==> config.mk <==
export PLATFORM = sky130hd
export DESIGN_NAME = fetch_unit
export DESIGN_NICKNAME = d
export VERILOG_FILES = /design/src/rtl/riscv_pkg.sv /design/src/rtl/sync_fifo.sv /design/src/rtl/fetch_unit.sv
export SDC_FILE = /design/constraint.sdc
export NUM_CORES = 1
export LEC_CHECK = 0
export ABC_AREA = 1
export ABC_CLOCK_PERIOD_IN_PS = 10100
export BUFFER_PORTS_ARGS = -buffer_cell sky130_fd_sc_hd__buf_2
export CAP_MARGIN = 5
export CORE_MARGIN = 2
export CORE_UTILIZATION = 50
export DETAILED_ROUTE_END_ITERATION = 8
export GPL_TIMING_DRIVEN = 1
export PLACE_DENSITY = 0.69
export SETUP_SLACK_MARGIN = 0.3
export SLEW_MARGIN = 15
export SYNTH_ARGS = -nofsm -noshare
export SYNTH_HDL_FRONTEND = slang
export SYNTH_SLANG_ARGS = --single-unit
==> constraint.sdc <==
create_clock -name clk -period 10.1 [get_ports clk]
set_input_delay 0.505 -clock clk [delete_from_list [all_inputs] [get_ports clk]]
set_output_delay 0.505 -clock clk [all_outputs]
set_load 0.03 [all_outputs]
==> src/rtl/riscv_pkg.sv <==
// Shared front-end definitions: widths, NOP encoding and the fetch FSM state type.
// Latency: none (types and constants only).
// Backpressure: none.
package riscv_pkg;

    localparam int XLEN_DEFAULT = 32;
    localparam int INSTR_W      = 32;

    // addi x0, x0, 0 -- shown on out_instr whenever the buffer has nothing valid
    localparam logic [INSTR_W-1:0] NOP_INSTR = 32'h0000_0013;

    // RUN: fetching normally. DRAIN: discarding responses that belong to a
    // redirected-away path before new requests may issue.
    typedef enum logic [0:0] {
        FETCH_RUN   = 1'b0,
        FETCH_DRAIN = 1'b1
    } fetch_state_t;

endpackage

==> src/rtl/sync_fifo.sv <==
// Generic synchronous FIFO with flush, used for the instruction buffer and the PC tag queue.
// Latency: a pushed entry is visible at pop_data the cycle after the push.
// Backpressure: a push into a full FIFO is ignored unless a pop happens in the same cycle.
module sync_fifo #(
    parameter int WIDTH = 8,
    parameter int DEPTH = 4
) (
    input  logic                   clk,
    input  logic                   rst,
    input  logic                   flush,
    input  logic                   push,
    input  logic [WIDTH-1:0]       push_data,
    input  logic                   pop,
    output logic [WIDTH-1:0]       pop_data,
    output logic                   empty,
    output logic [$clog2(DEPTH):0] count
);

    localparam int AW = $clog2(DEPTH);
    localparam int CW = AW + 1;

    logic [WIDTH-1:0] mem [DEPTH];
    logic [AW-1:0]    wr_ptr;
    logic [AW-1:0]    rd_ptr;
    logic             full;
    logic             do_push;
    logic             do_pop;

    assign empty    = (count == '0);
    assign full     = (count == CW'(DEPTH));
    assign do_pop   = pop && !empty;
    assign do_push  = push && (!full || do_pop);
    assign pop_data = mem[rd_ptr];

    // Pointer and occupancy tracking; flush empties the queue after any same-cycle pop.
    // Pointers wrap naturally because DEPTH is a power of two.
    always_ff @(posedge clk) begin
        if (rst || flush) begin
            wr_ptr <= '0;
            rd_ptr <= '0;
            count  <= '0;
        end else begin
            if (do_push) begin
                wr_ptr <= wr_ptr + AW'(1);
            end
            if (do_pop) begin
                rd_ptr <= rd_ptr + AW'(1);
            end
            case ({do_push, do_pop})
                2'b10:   count <= count + CW'(1);
                2'b01:   count <= count - CW'(1);
                default: count <= count;
            endcase
        end
    end

    // Storage array; no reset needed since count gates what is visible.
    always_ff @(posedge clk) begin
        if (do_push && !flush) begin
            mem[wr_ptr] <= push_data;
        end
    end

endmodule

==> src/rtl/fetch_unit.sv <==
// Instruction fetch: issues in-order word fetches, buffers returned words with their PCs for decode.
// Latency: a response is visible on out_valid the cycle after it returns; requests issue same cycle as credit frees.
// Backpressure: requests stop while buffer occupancy plus outstanding requests reaches DEPTH; out_ready stalls the buffer head.
module fetch_unit
    import riscv_pkg::*;
#(
    parameter int              XLEN     = XLEN_DEFAULT,
    parameter int              DEPTH    = 4,
    parameter logic [XLEN-1:0] RESET_PC = '0
) (
    input  logic               clk,
    input  logic               rst,
    output logic               imem_req_valid,
    input  logic               imem_req_ready,
    output logic [XLEN-1:0]    imem_req_addr,
    input  logic               imem_rsp_valid,
    input  logic [INSTR_W-1:0] imem_rsp_data,
    input  logic               redirect_valid,
    input  logic [XLEN-1:0]    redirect_pc,
    output logic               out_valid,
    input  logic               out_ready,
    output logic [INSTR_W-1:0] out_instr,
    output logic [XLEN-1:0]    out_pc
);

    localparam int CW = $clog2(DEPTH) + 1;
    localparam int BW = INSTR_W + XLEN;

    fetch_state_t     state;
    logic [XLEN-1:0]  fetch_pc;
    logic [CW-1:0]    outstanding;
    logic [CW-1:0]    outstanding_net;
    logic [CW-1:0]    drop_cnt;

    logic [CW-1:0]    buf_count;
    logic             buf_empty;
    logic [BW-1:0]    buf_head;
    logic [CW-1:0]    tag_count;
    logic             tag_empty;
    logic [XLEN-1:0]  tag_head;

    logic [CW:0]      credit_used;
    logic             req_fire;
    logic             rsp_ret;
    logic             rsp_keep;
    logic             out_fire;

    // Every issued request reserves a buffer slot until its word is consumed,
    // so the buffer can never overflow no matter when responses arrive.
    assign credit_used = {1'b0, buf_count} + {1'b0, outstanding};

    // The tag-queue slot check is a backstop: in RUN the tag queue holds exactly
    // one entry per outstanding request, so the credit check already covers it.
    assign imem_req_valid = !rst
                          && (state == FETCH_RUN)
                          && !redirect_valid
                          && (credit_used < (CW + 1)'(DEPTH))
                          && (tag_count < CW'(DEPTH));
    assign imem_req_addr  = fetch_pc;
    assign req_fire       = imem_req_valid && imem_req_ready;

    // A returning word retires one outstanding request; it is kept only in RUN
    // and only when no redirect is flushing the path in the same cycle.
    assign rsp_ret         = imem_rsp_valid && (outstanding != '0);
    assign rsp_keep        = rsp_ret && (state == FETCH_RUN) && !redirect_valid && !tag_empty && !rst;
    assign outstanding_net = outstanding - CW'(rsp_ret);

    assign out_valid = !rst && !buf_empty;
    assign out_fire  = out_valid && out_ready;
    assign out_instr = out_valid ? buf_head[BW-1 -: INSTR_W] : NOP_INSTR;
    assign out_pc    = out_valid ? buf_head[XLEN-1:0] : '0;

    // Fetch FSM: PC sequencing, outstanding/drop accounting and RUN/DRAIN control.
    always_ff @(posedge clk) begin
        if (rst) begin
            state       <= FETCH_RUN;
            fetch_pc    <= RESET_PC;
            outstanding <= '0;
            drop_cnt    <= '0;
        end else begin
            outstanding <= outstanding_net + CW'(req_fire);
            if (redirect_valid) begin
                // Clear the two low bits to force word alignment; everything still
                // in flight (minus a word landing right now) belongs to the old path.
                fetch_pc <= redirect_pc & ~XLEN'(3);
                drop_cnt <= outstanding_net;
                state    <= (outstanding_net != '0) ? FETCH_DRAIN : FETCH_RUN;
            end else begin
                if (req_fire) begin
                    fetch_pc <= fetch_pc + XLEN'(4);
                end
                if (state == FETCH_DRAIN) begin
                    if (rsp_ret) begin
                        drop_cnt <= drop_cnt - CW'(1);
                    end
                    if ((drop_cnt == '0) || (rsp_ret && (drop_cnt == CW'(1)))) begin
                        state <= FETCH_RUN;
                    end
                end
            end
        end
    end

    // PC of each outstanding request, popped in order as its word returns.
    sync_fifo #(
        .WIDTH (XLEN),
        .DEPTH (DEPTH)
    ) u_tag_q (
        .clk       (clk),
        .rst       (rst),
        .flush     (redirect_valid),
        .push      (req_fire),
        .push_data (fetch_pc),
        .pop       (rsp_keep),
        .pop_data  (tag_head),
        .empty     (tag_empty),
        .count     (tag_count)
    );

    // Instruction buffer: {instruction, pc} per entry, head drives decode.
    sync_fifo #(
        .WIDTH (BW),
        .DEPTH (DEPTH)
    ) u_ibuf (
        .clk       (clk),
        .rst       (rst),
        .flush     (redirect_valid),
        .push      (rsp_keep),
        .push_data ({imem_rsp_data, tag_head}),
        .pop       (out_fire),
        .pop_data  (buf_head),
        .empty     (buf_empty),
        .count     (buf_count)
    );

    // A kept word must always find room in the buffer.
    a_no_overflow: assert property (@(posedge clk) disable iff (rst)
        !(rsp_keep && (buf_count == CW'(DEPTH)) && !out_fire));

endmodule

==> results of run 1 <==
## final cells by class
| type | count | share of cell area (%) |
|---|---|---|
| sequential | 423 | 60.0 |
| multi-input combinational | 1034 | 23.8 |
| clock buffer | 52 | 5.48 |
| timing repair buffer | 177 | 4.57 |
| tap | 455 | 2.81 |
| clock inverter | 24 | 1.79 |
| inverter | 80 | 1.48 |
## sequential cells by signal (all words and copies together) (netlist names), 3 cells and up, named ones only
register and cells:
drop_cnt 3, u_tag_q.count 3, outstanding 3, u_ibuf.mem 248, u_ibuf.count 3, u_tag_q.mem 120, imem_req_addr 30
## through the flow
step           util, %  instances  area [um2]
6_report          58.5       2245       20200
5_1_grt           58.5       2245       20200
4_1_cts           58.5       2245       20200
3_5_place_dp      54.2       2169       18800
3_3_place_gp      54.2       2169       18800
2_1_floorplan        -       1621       17600
## critical path, stage by stage (launching register included)
cell and delay [ns]:
dfxtp_2 0.31, buf_4 0.62, inv_2 0.26, buf_4 0.42
nor2_1 0.18, o21ai_0 0.12, a21oi_1 0.22, buf_2 0.25
## metal layers
metal	routed length (um)	vias up
met3	2830	52
met4	646	2
met2	17800	408
li1	-	5861
met5	13	-
met1	16800	5618
## final timing paths
path                                startpoint                      endpoint  depth (start not counted)
setup / recovery                          flop                     out_pc[9]                          7
hold reg to reg       drop_cnt[2]$_SDFFE_PP0P_      drop_cnt[2]$_SDFFE_PP0P_                          2
setup reg to reg  u_ibuf.count[0]$_SDFFE_PP0P_  u_ibuf.count[2]$_SDFFE_PP0P_                         13
hold / removal               imem_rsp_data[27]   u_ibuf.mem[2][59]$_DFFE_PP_                          1
## placed cells by master, fill, tap and decap left out, types with 2 or more instances in the layout
cell type   netlist  layout
a21oi_1          98      98
a31oi_1           3       3
buf_2            13     161
buf_4             6      16
bufinv_16         0       8
clkbuf_1         61       9
clkbuf_16         0      43
clkinv_1          0       3
clkinv_2          0       6
clkinv_4          0       2
clkinvlp_4        0       2
conb_1            1       4
dfxtp_1          55      53
edfxtp_1        368     368
fa_1              2       2
ha_1             19      19
inv_1            75      74
inv_16            0       2
inv_2             5       6
nand2_1         191     191
nand2_2           3       3
nand3_1          36      36
nand3_2           3       3
nand3b_1         12      12
nand4_1           2       2
nor2_1          401     393
nor2_2            3       7
nor2_4            2       6
o21ai_0         205     205
o21bai_1          2       2
o22ai_1          30      30
o311ai_0          3       3
xnor2_1           5       5
xor2_1            3       3
## synth_stat cells (all sizes together)
cell type / number / area, um2
nor2: 406 / 1550
edfxtp: 368 / 11100
o21ai: 206 / 1030
nand2: 194 / 736
a21oi: 98 / 490
inv: 80 / 300
clkbuf: 61 / 229
dfxtp: 55 / 1100
nand3: 39 / 210
o22ai: 30 / 188
buf: 23 / 133
ha: 19 / 238
nand3b: 12 / 90.1
xnor2: 5 / 43.8
a31oi: 3 / 18.8
o311ai: 3 / 26.3
xor2: 3 / 26.3
fa: 2 / 40.0
nand4: 2 / 12.5
nor3: 2 / 21.3
o21bai: 2 / 15.0
a211oi: 1 / 7.51
a22oi: 1 / 7.51
conb: 1 / 3.75
o211a: 1 / 10.0
or2: 1 / 6.26
## power groups by stage
stage | combinational (uW) | clock [uW] | sequential [uW]
2_1_floorplan | 132 | 0 | 2010
4_1_cts | 212 | 1660 | 1970
5_1_grt | 238 | 1730 | 1980
3_5_place_dp | 211 | 0 | 2010
3_3_place_gp | 204 | 0 | 2010
6_report | 210 | 1640 | 1980
## cell families (layout without fill, tap and decap cells)
kind of cell | after synthesis | in the layout | share of synthesized area (%)
AOI/OAI and AO/OA | 345 | 345 | 10.2
xor gates and xnor gates | 8 | 8 | 0.398
adders and majority gates | 21 | 21 | 1.58
buffers and inverters | 164 | 333 | 3.76
DFF | 423 | 423 | 69.1
other | 1 | 4 | 0.0213
and+or+nand+nor | 656 | 656 | 14.9
==> results.json, run 1 <==
{
  "status": "complete, no violations",
  "routed_wirelength_mm": 38.1,
  "period_needed_ns": 3.48,
  "ff_latch_area_um2": 12200,
  "syn_area_um2": 17600,
  "p_sw_share_pct": 21.6,
  "die_h_um": 192,
  "grt_max_degree": 95,
  "drt_iter0_drc": 968,
  "syn_inst": 1618,
  "seq_area_frac_synth_pct": 69.1,
  "dieArea_um2": 36700,
  "crit_type": "reg2out",
  "worst_slack_ns": 6.62,
  "fin_hold_ws_ns": 0.168,
  "p_int_uw": 3000,
  "endpoint_kind": "output port",
  "drt_pass1_iterations": 5,
  "clock_skew_ns": 0.0174,
  "drv_cap": 0,
  "power_switching_uw": 825,
  "ios": 168,
  "cts_buffers": 43,
  "area_growth_pct": 15.1,
  "clk_pin_slew_ns": 0.06,
  "fp.coreArea_um2": 34600,
  "p_leak_uw": 0.00744,
  "vias_per_cell": 5.32,
  "rsz0062_at_grt": "false",
  "clockPowerShare_pct": 42.8,
  "layout_worst_path_cycle_share_pct": 34.4,
  "pre_cts_ws_ns": 6.07,
  "max_slew_margin_pct": 30.5,
  "seq_power_share_pct": 51.7,
  "postCtsResizedCells": 0,
  "finalPower_uw": 3820,
  "start_util_pct": 50.8,
  "arrival_ns": 2.97,
  "clk_latency_ns": 0.55,
  "critPathLaunchType": "flop",
  "cts.sinks": 423,
  "gr-total-overflow": 0,
  "wire_per_inst_um": 17.0,
  "grt_pass1_wl_mm": 58.9,
  "nets": 1850,
  "drc": 0,
  "use_met2_pct": 33.7,
  "gp_congestion": 0.870,
  "h-tree-depth": 2,
  "grt_pass1_vias": 11295,
  "setup_viol": 0,
  "grt_use_met3_pct": 3.71,
  "rows": 68,
  "use_met1_pct": 28.4,
  "max_slew.worst_pin.slew_ns": 1.04,
  "drive_gt1_share_pct": 15.1,
  "yosysWarnings": 0,
  "grt_usage_pct": 20.6,
  "grt-busiest-layer": "met2",
  "p_per_area_nw_per_um2": 189,
  "fin_setup_tns_ns": 0,
  "cts_tree": "done",
  "place_hpwl_mm": 21.6,
  "post_cts_buffers": 0,
  "crit_fanout": 63,
  "yosys_register_bits": 423,
  "hold_class": "in2reg",
  "clk_path_buf_depth": 3,
  "peakVddDrop_v": 0.000130,
  "antenna_found_initial": 1,
  "dieWidth_um": 192,
  "multiInputGateArea_um2": 4820,
  "port-buffer-count": 161,
  "power_frac_comb_pct": 5.5,
  "vias": 11941,
  "fmax_mhz": 287,
  "cts-root-buf": "clkbuf_16",
  "holdBufCountCts": 0,
  "nFillCells": 2766,
  "required_ns": 9.60,
  "ant_nets": 0,
  "r2r_slack_ns": 6.82,
  "insertedDiodeCount": 0,
  "yosysUniqueCellTypes": 36,
  "hold_viol": 0,
  "slew_violations": 0,
  "synth.avg_cell_area_um2": 10.9
}
Note: power is estimated with default switching activity, not from simulation.
==> inputs of run 2 (changes only) <==
--- a/config.mk
+++ b/config.mk
@@ -5,8 +5,8 @@
 export SDC_FILE = /design/constraint.sdc
 export NUM_CORES = 1
 export LEC_CHECK = 0
-export ABC_AREA = 1
-export ABC_CLOCK_PERIOD_IN_PS = 10100
+export ABC_AREA = 0
+export ABC_CLOCK_PERIOD_IN_PS = 3550
 export BUFFER_PORTS_ARGS = -buffer_cell sky130_fd_sc_hd__buf_2
 export CAP_MARGIN = 5
 export CORE_MARGIN = 2
==> constraint.sdc (replaced) <==
create_clock -name clk -period 3.55 [get_ports clk]
set_input_delay 0.1775 -clock clk [delete_from_list [all_inputs] [get_ports clk]]
set_output_delay 0.1775 -clock clk [all_outputs]
set_load 0.03 [all_outputs]
==> run 2 against run 1 <==
Net effect:
- utilization up 2.0 points
- global-route usage shrank 1.5 points
- cell count is 27% lower
- die area decreased by 4.7%
- synthesized area down 4.8%
- worst setup slack got worse by 5.9 ns
- combinational power increased to 2.8 times the previous value
- critical path depth rose by 3
- synthesized cell count is 43% lower
- clock skew fell by 0.0025 ns
==> results.json, run 2 <==
{
  "vias_per_cell": 5.53,
  "gp_congestion": 0.793,
  "clk_pin_slew_ns": 0.06,
  "rsz0062_at_grt": "false",
  "die_h_um": 187,
  "min_to": "imem_req_addr[30]$_SDFFE_PP0P_",
  "fin_setup_tns_ns": 0,
  "critPathBufInv": 2,
  "drv_cap": 0,
  "port-buffer-count": 161,
  "h-tree-depth": 2,
  "grt_pass1_vias": 9348,
  "mostFrequentLayoutCell": "edfxtp_1",
  "max_slew_margin_pct": 36.9,
  "min_path_cells": 4,
  "synth.avg_cell_area_um2": 18.0,
  "seq_area_frac_synth_pct": 72.6,
  "crit_family": "simple AND/OR/NAND/NOR gates",
  "ys.flop_type": "edfxtp_1",
  "slew_violations": 0,
  "nets": 1262,
  "ant_nets": 0,
  "p_int_uw": 8230,
  "vias": 9123,
  "drt_pass1_iterations": 5,
  "seq_power_share_pct": 53.6,
  "hold_viol": 0,
  "nFillCells": 2417,
  "ios": 168,
  "timing.rr.start": "u_ibuf.count[2]$_SDFFE_PP0P_",
  "rows": 67,
  "period_needed_ns": 2.82,
  "max_slew.worst_pin.slew_ns": 0.943,
  "hold_class": "in2reg",
  "finalPower_uw": 10400,
  "grt_max_degree": 63,
  "p_sw_share_pct": 21.2,
  "syn_inst": 929,
  "hold_start": "redirect_pc[30]",
  "regMostFlops": "u_ibuf.mem",
  "gr-total-overflow": 0,
  "peakVddDrop_v": 0.000319,
  "yosysTopAreaCell": "edfxtp_1",
  "cts_buffers": 43,
  "yosysWarnings": 0,
  "antenna_found_initial": 0,
  "cts_tree": "done",
  "final_cell_mix": "368 x edfxtp_1, 161 x buf_2, 92 x mux4_2",
  "yosysMostFrequentCell": "edfxtp_1",
  "power_switching_uw": 2210,
  "slowest_delay_ns": 0.56,
  "endpoint_kind": "flop",
  "cp.depth": 10,
  "async_flop_share_pct": 0,
  "cts.sinks": 423,
  "dieArea_um2": 35000,
  "layout_worst_path_cycle_share_pct": 79.3,
  "dieWidth_um": 187,
  "cpMaxStageDelayCell": "nor3_2",
  "p_leak_uw": 0.00690,
  "yosys_register_bits": 423,
  "grt_pass1_wl_mm": 51.9,
  "place_hpwl_mm": 20.1,
  "synth-edff-count": 368,
  "start_util_pct": 50.3,
  "yosysUniqueCellTypes": 56,
  "cp_common_cell": "inv_1",
  "drt_iter0_drc": 716,
  "syn_area_um2": 16700,
  "routed_wirelength_mm": 33.1,
  "critPathLaunchType": "flop",
  "clk_latency_ns": 0.53,
  "synthTopCellsByCount": "368 x edfxtp_1, 92 x mux4_2, 73 x and2_1",
  "crit_path_cell_trace": "nor3_2 -> nor3b_1 -> o21a_1 -> inv_1 -> ha_1 -> inv_1 -> fa_1 -> xor2_1 -> or3_1 -> a21oi_1",
  "clock_skew_ns": 0.0149,
  "grt_usage_pct": 19.1,
  "largest_register_ffs": 248,
  "required_ns": 4.00,
  "pre_cts_ws_ns": 0.440,
  "clockPowerShare_pct": 40.8,
  "status": "complete, no violations",
  "synth_top_area_share_pct": 66.0,
  "fp.coreArea_um2": 33300,
  "drc": 0,
  "dp_cells": 1515,
  "netlist_top_cells_area": "edfxtp_1 66%, mux4_2 12%, dfxtp_1 6.6%",
  "area_growth_pct": 20.3,
  "arrival_ns": 3.27,
  "fmax_mhz": 355,
  "r2r_slack_ns": 0.73,
  "worst_slack_ns": 0.733,
  "clk_path_buf_depth": 3,
  "reg2regPathDepth": 10,
  "p_per_area_nw_per_um2": 519,
  "fin_cells": 1650,
  "cts-root-buf": "clkbuf_16",
  "drive_gt1_share_pct": 30.0,
  "worst_r2r_endpoint": "u_ibuf.count[2]$_SDFFE_PP0P_",
  "wire_per_inst_um": 20.1,
  "fin_hold_ws_ns": 0.0248,
  "crit_fanout": 7,
  "power_frac_comb_pct": 5.7,
  "insertedDiodeCount": 0,
  "crit_type": "reg2reg",
  "setup_viol": 0
}
==> run 2: changes by cell type after synthesis, moves of 53 or more <==
cell	change
a21oi_1	-80
and2_1	+73
inv_1	-53
mux4_2	+92
nand2_1	-158
nor2_1	-366
o21ai_0	-194
==> run 2: cells by family (layout without fill, tap and decap cells) <==
| group | Yosys count | count (layout) | synth area share (%) |
|---|---|---|---|
| adder cells (fa/ha/maj) | 21 | 21 | 1.66 |
| multiplexers | 96 | 96 | 12.6 |
| AND/OR/NAND/NOR | 217 | 217 | 7.33 |
| flip-flops | 423 | 423 | 72.6 |
| XOR/XNOR | 18 | 18 | 0.942 |
| AO/OA/AOI/OAI | 76 | 76 | 2.92 |
| buffers and inverters | 77 | 347 | 1.90 |
| other | 1 | 4 | 0.0224 |
==> run 2: how the worst max path moves through the flow <==
stage | start | end | slack [ns]
5_1_grt | u_ibuf.count[2]$_SDFFE_PP0P_ | u_ibuf.count[2]$_SDFFE_PP0P_ | 0.59
2_1_floorplan | state$_SDFF_PP0_ | u_ibuf.mem[0][10]$_DFFE_PP_ | 0.43
3_3_place_gp | u_ibuf.count[2]$_SDFFE_PP0P_ | u_ibuf.count[2]$_SDFFE_PP0P_ | 0.49
3_5_place_dp | u_ibuf.count[2]$_SDFFE_PP0P_ | u_ibuf.count[2]$_SDFFE_PP0P_ | 0.44
6_report | u_ibuf.count[2]$_SDFFE_PP0P_ | u_ibuf.count[2]$_SDFFE_PP0P_ | 0.73
4_1_cts | u_ibuf.count[2]$_SDFFE_PP0P_ | u_ibuf.count[2]$_SDFFE_PP0P_ | 0.41
==> run 2: cell type report <==
cell class	count	area, um2	area share [%]
Clock buffer	60	1190	5.92
Clock inverter	16	130	0.646
Inverter	24	90.1	0.448
Multi-Input combinational cell	432	4300	21.4
Sequential cell	423	12200	60.4
Tap cell	448	561	2.78
Timing Repair Buffer	247	1700	8.44
==> run 2: metrics by stage <==
stage                     util, %  instance area (um2)
after floorplan                 -                16700
after global placement       54.7                18200
after detailed placement     54.7                18200
after CTS                    60.5                20100
after global routing         60.5                20100
final                        60.5                20100
==> run 2: repair_timing <==
action	CTS	global route
hold buffers	59	0
endpoints found under the setup margin	0	1
gates resized for setup	0	1
buffers inserted	0	0
hold endpoints to repair	155	0
==> run 2: routing by layer <==
metal  wire length (um)  up-vias  global-route usage [%]
li1                   -     4143                       -
met1              14600     4608                    27.6
met2              15900      320                    30.5
met3               2040       52                    3.17
met4                643        0                    4.95
met5                  0        -                       0
==> run 2: power by group through the flow <==
stage	clock network [uW]	logic, uW	registers, uW
3_5_place_dp	0	538	5700
3_3_place_gp	0	528	5690
2_1_floorplan	0	329	5710
6_report	4260	591	5600
4_1_cts	4330	593	5590
5_1_grt	4520	665	5600
==> run 2: worst register-to-register path, delay by kind of cell, from the launching register on <==
kind                     cells  cell delay (ns)
flip-flops                   1             0.35
AO/OA/AOI/OAI                2             0.46
AND/OR/NAND/NOR              3             1.09
XOR/XNOR                     1             0.16
adder cells (fa/ha/maj)      2             0.55
buffers and inverters        2             0.14
